[config.mk]
export PLATFORM = sky130hd
export DESIGN_NAME = vga_sync_decoder
export DESIGN_NICKNAME = d
export VERILOG_FILES = /design/src/rtl/vga_sync_decoder.sv
export SDC_FILE = /design/constraint.sdc
export NUM_CORES = 1
export LEC_CHECK = 0
export BUFFER_PORTS_ARGS = -buffer_cell sky130_fd_sc_hd__buf_4
export CAP_MARGIN = 10
export CORE_ASPECT_RATIO = 1.4
export CORE_MARGIN = 5
export CORE_UTILIZATION = 51
export DETAILED_ROUTE_END_ITERATION = 6
export PLACE_DENSITY = 0.8
export SLEW_MARGIN = 20
export SYNTH_ARGS = -nofsm -noshare
export SYNTH_HDL_FRONTEND = slang
export SYNTH_SLANG_ARGS = --single-unit
[constraint.sdc]
create_clock -name clk -period 2.8 [get_ports clk]
set_clock_uncertainty 0.1 [all_clocks]
set_input_delay 0 -clock clk [delete_from_list [all_inputs] [get_ports clk]]
set_output_delay 0 -clock clk [all_outputs]
set_load 0.05 [all_outputs]
[src/rtl/vga_sync_decoder.sv]
// ============================================================================
// Module      : vga_sync_decoder
// Description : Recovers x/y pixel position from hsync/vsync. Lock is declared
//               after LOCK_FRAMES consecutive aligned frames. Optional
//               saturating error counter: define VGA_SYNC_DECODER_ERRCNT_EN.
// Revision    : 1.0 - initial release
// ============================================================================
`default_nettype none

module vga_sync_decoder #(
  parameter int H_DISPLAY     = 640,
  parameter int H_FRONT_PORCH = 16,
  parameter int H_TOTAL       = 800,
  parameter int V_DISPLAY     = 480,
  parameter int V_FRONT_PORCH = 10,
  parameter int V_TOTAL       = 525,
  parameter int LOCK_FRAMES   = 2
) (
  input  logic       clk,
  input  logic       reset,
  input  logic       hsync_in,
  input  logic       vsync_in,
  output logic [9:0] x,
  output logic [9:0] y,
  output logic       video_on,
  output logic       locked,
  output logic       frame_start,
  output logic       line_err,
  output logic       frame_err,
  output logic [7:0] err_count
);

  localparam int WD_W = $clog2(2 * H_TOTAL + 1);
  localparam int GF_W = $clog2(LOCK_FRAMES + 1);

  localparam logic [9:0]      C_HMAX     = 10'(H_TOTAL - 1);
  localparam logic [9:0]      C_VMAX     = 10'(V_TOTAL - 1);
  localparam logic [9:0]      C_HS_START = 10'(H_DISPLAY + H_FRONT_PORCH);
  localparam logic [9:0]      C_HS_LOAD  = 10'(H_DISPLAY + H_FRONT_PORCH + 1);
  localparam logic [9:0]      C_VS_START = 10'(V_DISPLAY + V_FRONT_PORCH);
  localparam logic [9:0]      C_H_DISP   = 10'(H_DISPLAY);
  localparam logic [9:0]      C_V_DISP   = 10'(V_DISPLAY);
  localparam logic [WD_W-1:0] C_WD_LIMIT = WD_W'(2 * H_TOTAL);

  typedef enum logic [1:0] {
    ST_SEARCH  = 2'd0,
    ST_H_ALIGN = 2'd1,
    ST_V_ALIGN = 2'd2,
    ST_LOCKED  = 2'd3
  } state_t;

  state_t            r_state;
  state_t            w_state_nxt;
  logic              r_hs_q;
  logic              r_vs_q;
  logic [9:0]        r_hcnt;
  logic [9:0]        r_vcnt;
  logic [GF_W-1:0]   r_good_frames;
  logic [GF_W-1:0]   w_good_frames_nxt;
  logic              r_v_seen;
  logic              w_v_seen_nxt;
  logic [WD_W-1:0]   r_wdog;
  logic              r_line_err;
  logic              r_frame_err;
  logic              w_line_err_nxt;
  logic              w_frame_err_nxt;

  logic              w_hs_fall;
  logic              w_vs_fall;
  logic              w_h_wrap;
  logic [9:0]        w_vcnt_inc;
  logic              w_line_good;
  logic              w_frame_good;
  logic              w_line_bad;
  logic              w_wd_trip;

  assign w_hs_fall    = !hsync_in && r_hs_q;
  assign w_vs_fall    = !vsync_in && r_vs_q;
  assign w_h_wrap     = (r_hcnt == C_HMAX);
  assign w_vcnt_inc   = w_h_wrap ? ((r_vcnt == C_VMAX) ? 10'd0 : r_vcnt + 10'd1) : r_vcnt;
  assign w_line_good  = (r_hcnt == C_HS_START);
  // Frame alignment is judged on the line count as it will be after this cycle's wrap.
  assign w_frame_good = (w_vcnt_inc == C_VS_START);
  assign w_line_bad   = w_hs_fall && !w_line_good;
  assign w_wd_trip    = (r_wdog == C_WD_LIMIT);

  always_ff @(posedge clk) begin
    if (reset) begin
      r_hs_q <= 1'b0;
      r_vs_q <= 1'b0;
      r_hcnt <= 10'd0;
      r_vcnt <= 10'd0;
      r_wdog <= '0;
    end else begin
      r_hs_q <= hsync_in;
      r_vs_q <= vsync_in;
      if (w_hs_fall)
        r_hcnt <= C_HS_LOAD;
      else if (w_h_wrap)
        r_hcnt <= 10'd0;
      else
        r_hcnt <= r_hcnt + 10'd1;
      r_vcnt <= w_vs_fall ? C_VS_START : w_vcnt_inc;
      if (w_hs_fall)
        r_wdog <= '0;
      else if (!w_wd_trip)
        r_wdog <= r_wdog + WD_W'(1);
    end
  end

  always_ff @(posedge clk) begin
    if (reset) begin
      r_state       <= ST_SEARCH;
      r_good_frames <= '0;
      r_v_seen      <= 1'b0;
      r_line_err    <= 1'b0;
      r_frame_err   <= 1'b0;
    end else begin
      r_state       <= w_state_nxt;
      r_good_frames <= w_good_frames_nxt;
      r_v_seen      <= w_v_seen_nxt;
      r_line_err    <= w_line_err_nxt;
      r_frame_err   <= w_frame_err_nxt;
    end
  end

  always_comb begin
    w_state_nxt       = r_state;
    w_good_frames_nxt = r_good_frames;
    w_v_seen_nxt      = r_v_seen;
    w_line_err_nxt    = 1'b0;
    w_frame_err_nxt   = 1'b0;

    case (r_state)
      ST_SEARCH: begin
        if (w_hs_fall)
          w_state_nxt = ST_H_ALIGN;
      end

      ST_H_ALIGN: begin
        if (w_hs_fall) begin
          if (w_line_good) begin
            w_state_nxt       = ST_V_ALIGN;
            w_good_frames_nxt = '0;
            w_v_seen_nxt      = 1'b0;
          end else begin
            w_line_err_nxt = 1'b1;
          end
        end
      end

      ST_V_ALIGN: begin
        // The first vsync only establishes the line count; it is not judged.
        w_line_err_nxt  = w_line_bad;
        w_frame_err_nxt = w_vs_fall && r_v_seen && !w_frame_good;
        if (w_line_err_nxt || w_frame_err_nxt) begin
          w_state_nxt       = ST_H_ALIGN;
          w_good_frames_nxt = '0;
        end else if (w_vs_fall) begin
          if (!r_v_seen) begin
            w_v_seen_nxt = 1'b1;
          end else if (int'(r_good_frames) + 1 >= LOCK_FRAMES) begin
            w_state_nxt       = ST_LOCKED;
            w_good_frames_nxt = '0;
          end else begin
            w_good_frames_nxt = r_good_frames + GF_W'(1);
          end
        end
      end

      ST_LOCKED: begin
        w_line_err_nxt  = w_line_bad;
        w_frame_err_nxt = w_vs_fall && !w_frame_good;
        if (w_line_err_nxt || w_frame_err_nxt)
          w_state_nxt = ST_SEARCH;
      end

      default: w_state_nxt = ST_SEARCH;
    endcase

    if (w_wd_trip) begin
      w_state_nxt       = ST_SEARCH;
      w_good_frames_nxt = '0;
    end
  end

  assign x           = r_hcnt;
  assign y           = r_vcnt;
  assign locked      = (r_state == ST_LOCKED);
  assign video_on    = locked && (r_hcnt < C_H_DISP) && (r_vcnt < C_V_DISP);
  assign frame_start = locked && (r_hcnt == 10'd0) && (r_vcnt == 10'd0);
  assign line_err    = r_line_err;
  assign frame_err   = r_frame_err;

`ifdef VGA_SYNC_DECODER_ERRCNT_EN
  logic [7:0] r_err_count;
  logic [8:0] w_err_sum;

  assign w_err_sum = {1'b0, r_err_count} + {8'd0, r_line_err} + {8'd0, r_frame_err};

  always_ff @(posedge clk) begin
    if (reset)
      r_err_count <= 8'd0;
    else
      r_err_count <= w_err_sum[8] ? 8'hFF : w_err_sum[7:0];
  end

  assign err_count = r_err_count;
`else
  assign err_count = 8'd0;
`endif

endmodule

`default_nettype wire
==> run_results.csv <==
group,metric,value,unit
clock_tree,cts.sinks,40,
drt,wl_per_cell,13.8,microns
drt,antenna_left,0,
job,max_cap_violations,0,
synth,yosys-mux-area-fraction,0.00878,
clock_tree,h-tree-depth,2,
worst_setup_path,worst_ep_arrival_time,2.75,ns
worst_setup_path,path_class,"reg2reg",
clock_tree,clk_latency,0.29,ns
hold_path,min_path_type,"reg2reg",
floorplan,dieArea,0.00593,sq mm
finish,antenna_cells,0,
placed_design,postPlaceCellArea,0.00255,sq mm
worst_setup_path,cp_data_required_time,2.88,ns
global_routing,antenna_found_initial,0,
worst_setup_path,worstPathMaxFanout,7,
clock_tree,clkTransAtPathRegs,0.08,ns
drt,vias,2056,
worst_setup_path,start_kind,"flip-flop",
finish,multiInputGateArea,0.00134,sq mm
clock_tree,tritoncts,"built",
drt,drt_iter0_drc,216,
placed_design,place.port_buffers,28,
power_and_ir_drop,p_leak,0.00107,uW
drt,drt-total-wl,5260,microns
global_routing,grt_pass1_vias,2019,
synth,synth_top_family_by_area,"simple AND/OR/NAND/NOR gates",
finish,seq_area,816,sq um
global_routing,groute.layer.met1.usage,0.224,
synth,syn_inst,284,
synth,avgSynthCellArea,8.03,sq um
synth,synth_seq_cells,40,
synth,synth_compound_gate_area_share,0.131,
synth,synth_area,0.00228,sq mm
global_routing,overflow,0,
floorplan,core-area,0.00427,sq mm
worst_setup_path,crit_path_end_kind,"flip-flop",
drt,dr.pass1.iters,5,
synth,synth-seq-area-share,0.351,
synth,synth-edff-count,0,
global_routing,grt_util_met3,0.0415,
floorplan,die_y,89.1,microns
sta,setup_viol,0,
power_and_ir_drop,ir_drop,0.000298,V
synth,async_flop_share,0,
finish,stdcell_area,0.00269,sq mm
clock_tree,cts_buffers,5,
sta,maxSlewViolCount,0,
sta,fmax,0.375,GHz
finish,fillCellCount,402,
floorplan,io_pins,37,
finish,area_growth,17.9,%
run_status,status,"finished, final reports clean",
synth,synthAdderAreaFrac,0.0604,
clock_tree,clock_path_buffers,2,
placed_design,dp.final_hpwl,3990,microns
global_routing,met2_usage,0.348,
synth,ys.warnings.count,0,
sta,setup-tns-final,0,ns
sta,period_minus_slack,2.66,ns
floorplan,num_rows,28,
finish,nets,334,
global_routing,grt_max_degree,21,
clock_tree,cts_setup_buffers,0,
power_and_ir_drop,power_density,512,mW/mm^2
global_routing,grt_pass1_wl,8980,microns
finish,drive_gt1_frac,0.188,
drt,drc,0,
synth,synth-simple-area-share,0.298,
clock_tree,root_buffer,"clkbuf_8",
placed_design,routabilityCongestion,0.954,
floorplan,initial_utilization,0.533,
floorplan,die_w,66.5,microns
sta,rsz0062_at_grt,"false",
sta,period_share,0.952,
drt,via_per_inst,5.41,
sta,final_hold_viol_count,0,
synth,yosysUniqueCellTypes,45,
global_routing,top_usage_layer,"met2",
synth,ys.flop_type,"dfxtp_1",
global_routing,grt_usage,0.195,
synth,synth_xor_area_frac,0.0768,
layer usage:
metal	share of wire	wire, microns
met3	0.045	239
met2	0.52	2740
met1	0.42	2190
met5	0	0
met4	0.017	89
cell usage after synthesis, types with 2 or more instances:
cell type  number  share of area
nand2b_1        5          0.014
o311a_1         3          0.013
mux2i_1         2         0.0088
o31ai_1         2         0.0066
xnor2_1         6          0.023
nand2_1        21          0.035
inv_1          12          0.020
nand4_1         5          0.014
nor4_1          4          0.011
a31oi_1         3         0.0082
a21oi_1        20          0.044
nor2_1         37          0.061
dfxtp_1        40           0.35
nand3_1        19          0.042
buf_4           9          0.030
nor3_1         13          0.029
xor2_1         14          0.054
nor4b_1         2         0.0077
nor2b_1         4          0.011
o21ai_0         8          0.018
clkbuf_1       10          0.016
and3_1          7          0.019
or2_2           3         0.0082
a21o_1          3         0.0099
and4_1          2         0.0077
ha_1           11          0.060
metrics by stage:
step | total power, uW | worst slack, ns | hold slack [ns] | util | cells
after floorplan | 935 | 0.0549 | 0.0282 | - | 291
after global placement | 999 | 0.191 | 0.133 | 0.597 | 367
after detailed placement | 1010 | 0.110 | 0.136 | 0.597 | 367
after CTS | 1390 | 0.0798 | 0.373 | 0.629 | 380
after global routing | 1460 | 0.0172 | 0.419 | 0.629 | 380
final | 1380 | 0.135 | 0.373 | 0.629 | 380
placed cells by master, fill, tap and decap left out, types with 11 or more instances in the layout:
cell type | Yosys | layout
a21oi_1 | 20 | 20
buf_4 | 9 | 37
dfxtp_1 | 40 | 32
ha_1 | 11 | 11
inv_1 | 12 | 12
nand2_1 | 21 | 21
nand3_1 | 19 | 19
nor2_1 | 37 | 37
nor3_1 | 13 | 13
xor2_1 | 14 | 14
path summary, 6_finish.rpt:
kind,startpoint,to,slack [ns],depth (start not counted)
worst max-delay path,x[1],r_state[0],0.14,9
worst min-delay path,r_good_frames[1],r_good_frames[1],0.37,2
worst max register to register,x[1],r_state[0],0.14,9
worst min register to register,r_good_frames[1],r_good_frames[1],0.37,2
critical path: stages, from the launching register on:
cell	delay (ns)
dfxtp_4	0.37
ha_1	0.21
and4_4	0.29
and3_1	0.19
a21boi_1	0.07
o311a_1	0.35
or4b_4	0.53
a31oi_4	0.19
o21ai_0	0.12
o311a_1	0.13
where the power goes:
group	internal (uW)	leakage [uW]	switching [uW]
sequential	604	0.000329	35.0
clock	169	0.0000453	201
combinational	136	0.000694	230
total	909	0.00107	467
final cells by class:
class                   count  area share
multi-input cells         218       0.499
flip-flops and latches     40       0.303
repair buffers             42       0.122
well taps                  60      0.0279
clock buffers               5      0.0256
inverters                  12      0.0168
clock inverters             3     0.00512
flip-flops by register name (all words and copies together), names as in the netlist:
name,flops
y,10
r_state,2
r_hs_q,1
line_err,1
r_wdog,11
frame_err,1
r_good_frames,2
r_vs_q,1
x,10
r_v_seen,1
kinds of logic after synthesis:
group / count (synthesis)
muxes: 2
other: 1
DFF: 40
xor gates and xnor gates: 20
and+or+nand+nor: 131
adders and majority gates: 11
AOI/OAI and AO/OA: 46
buffers and inverters: 33
timing repair:
item                                   4_1_cts  5_1_grt
endpoints found under the hold margin       15        0
hold buffers                                 5        0
setup endpoints to repair                    0        3
resized for setup                            0        2
No activity file was read; power rests on OpenSTA's default activity.
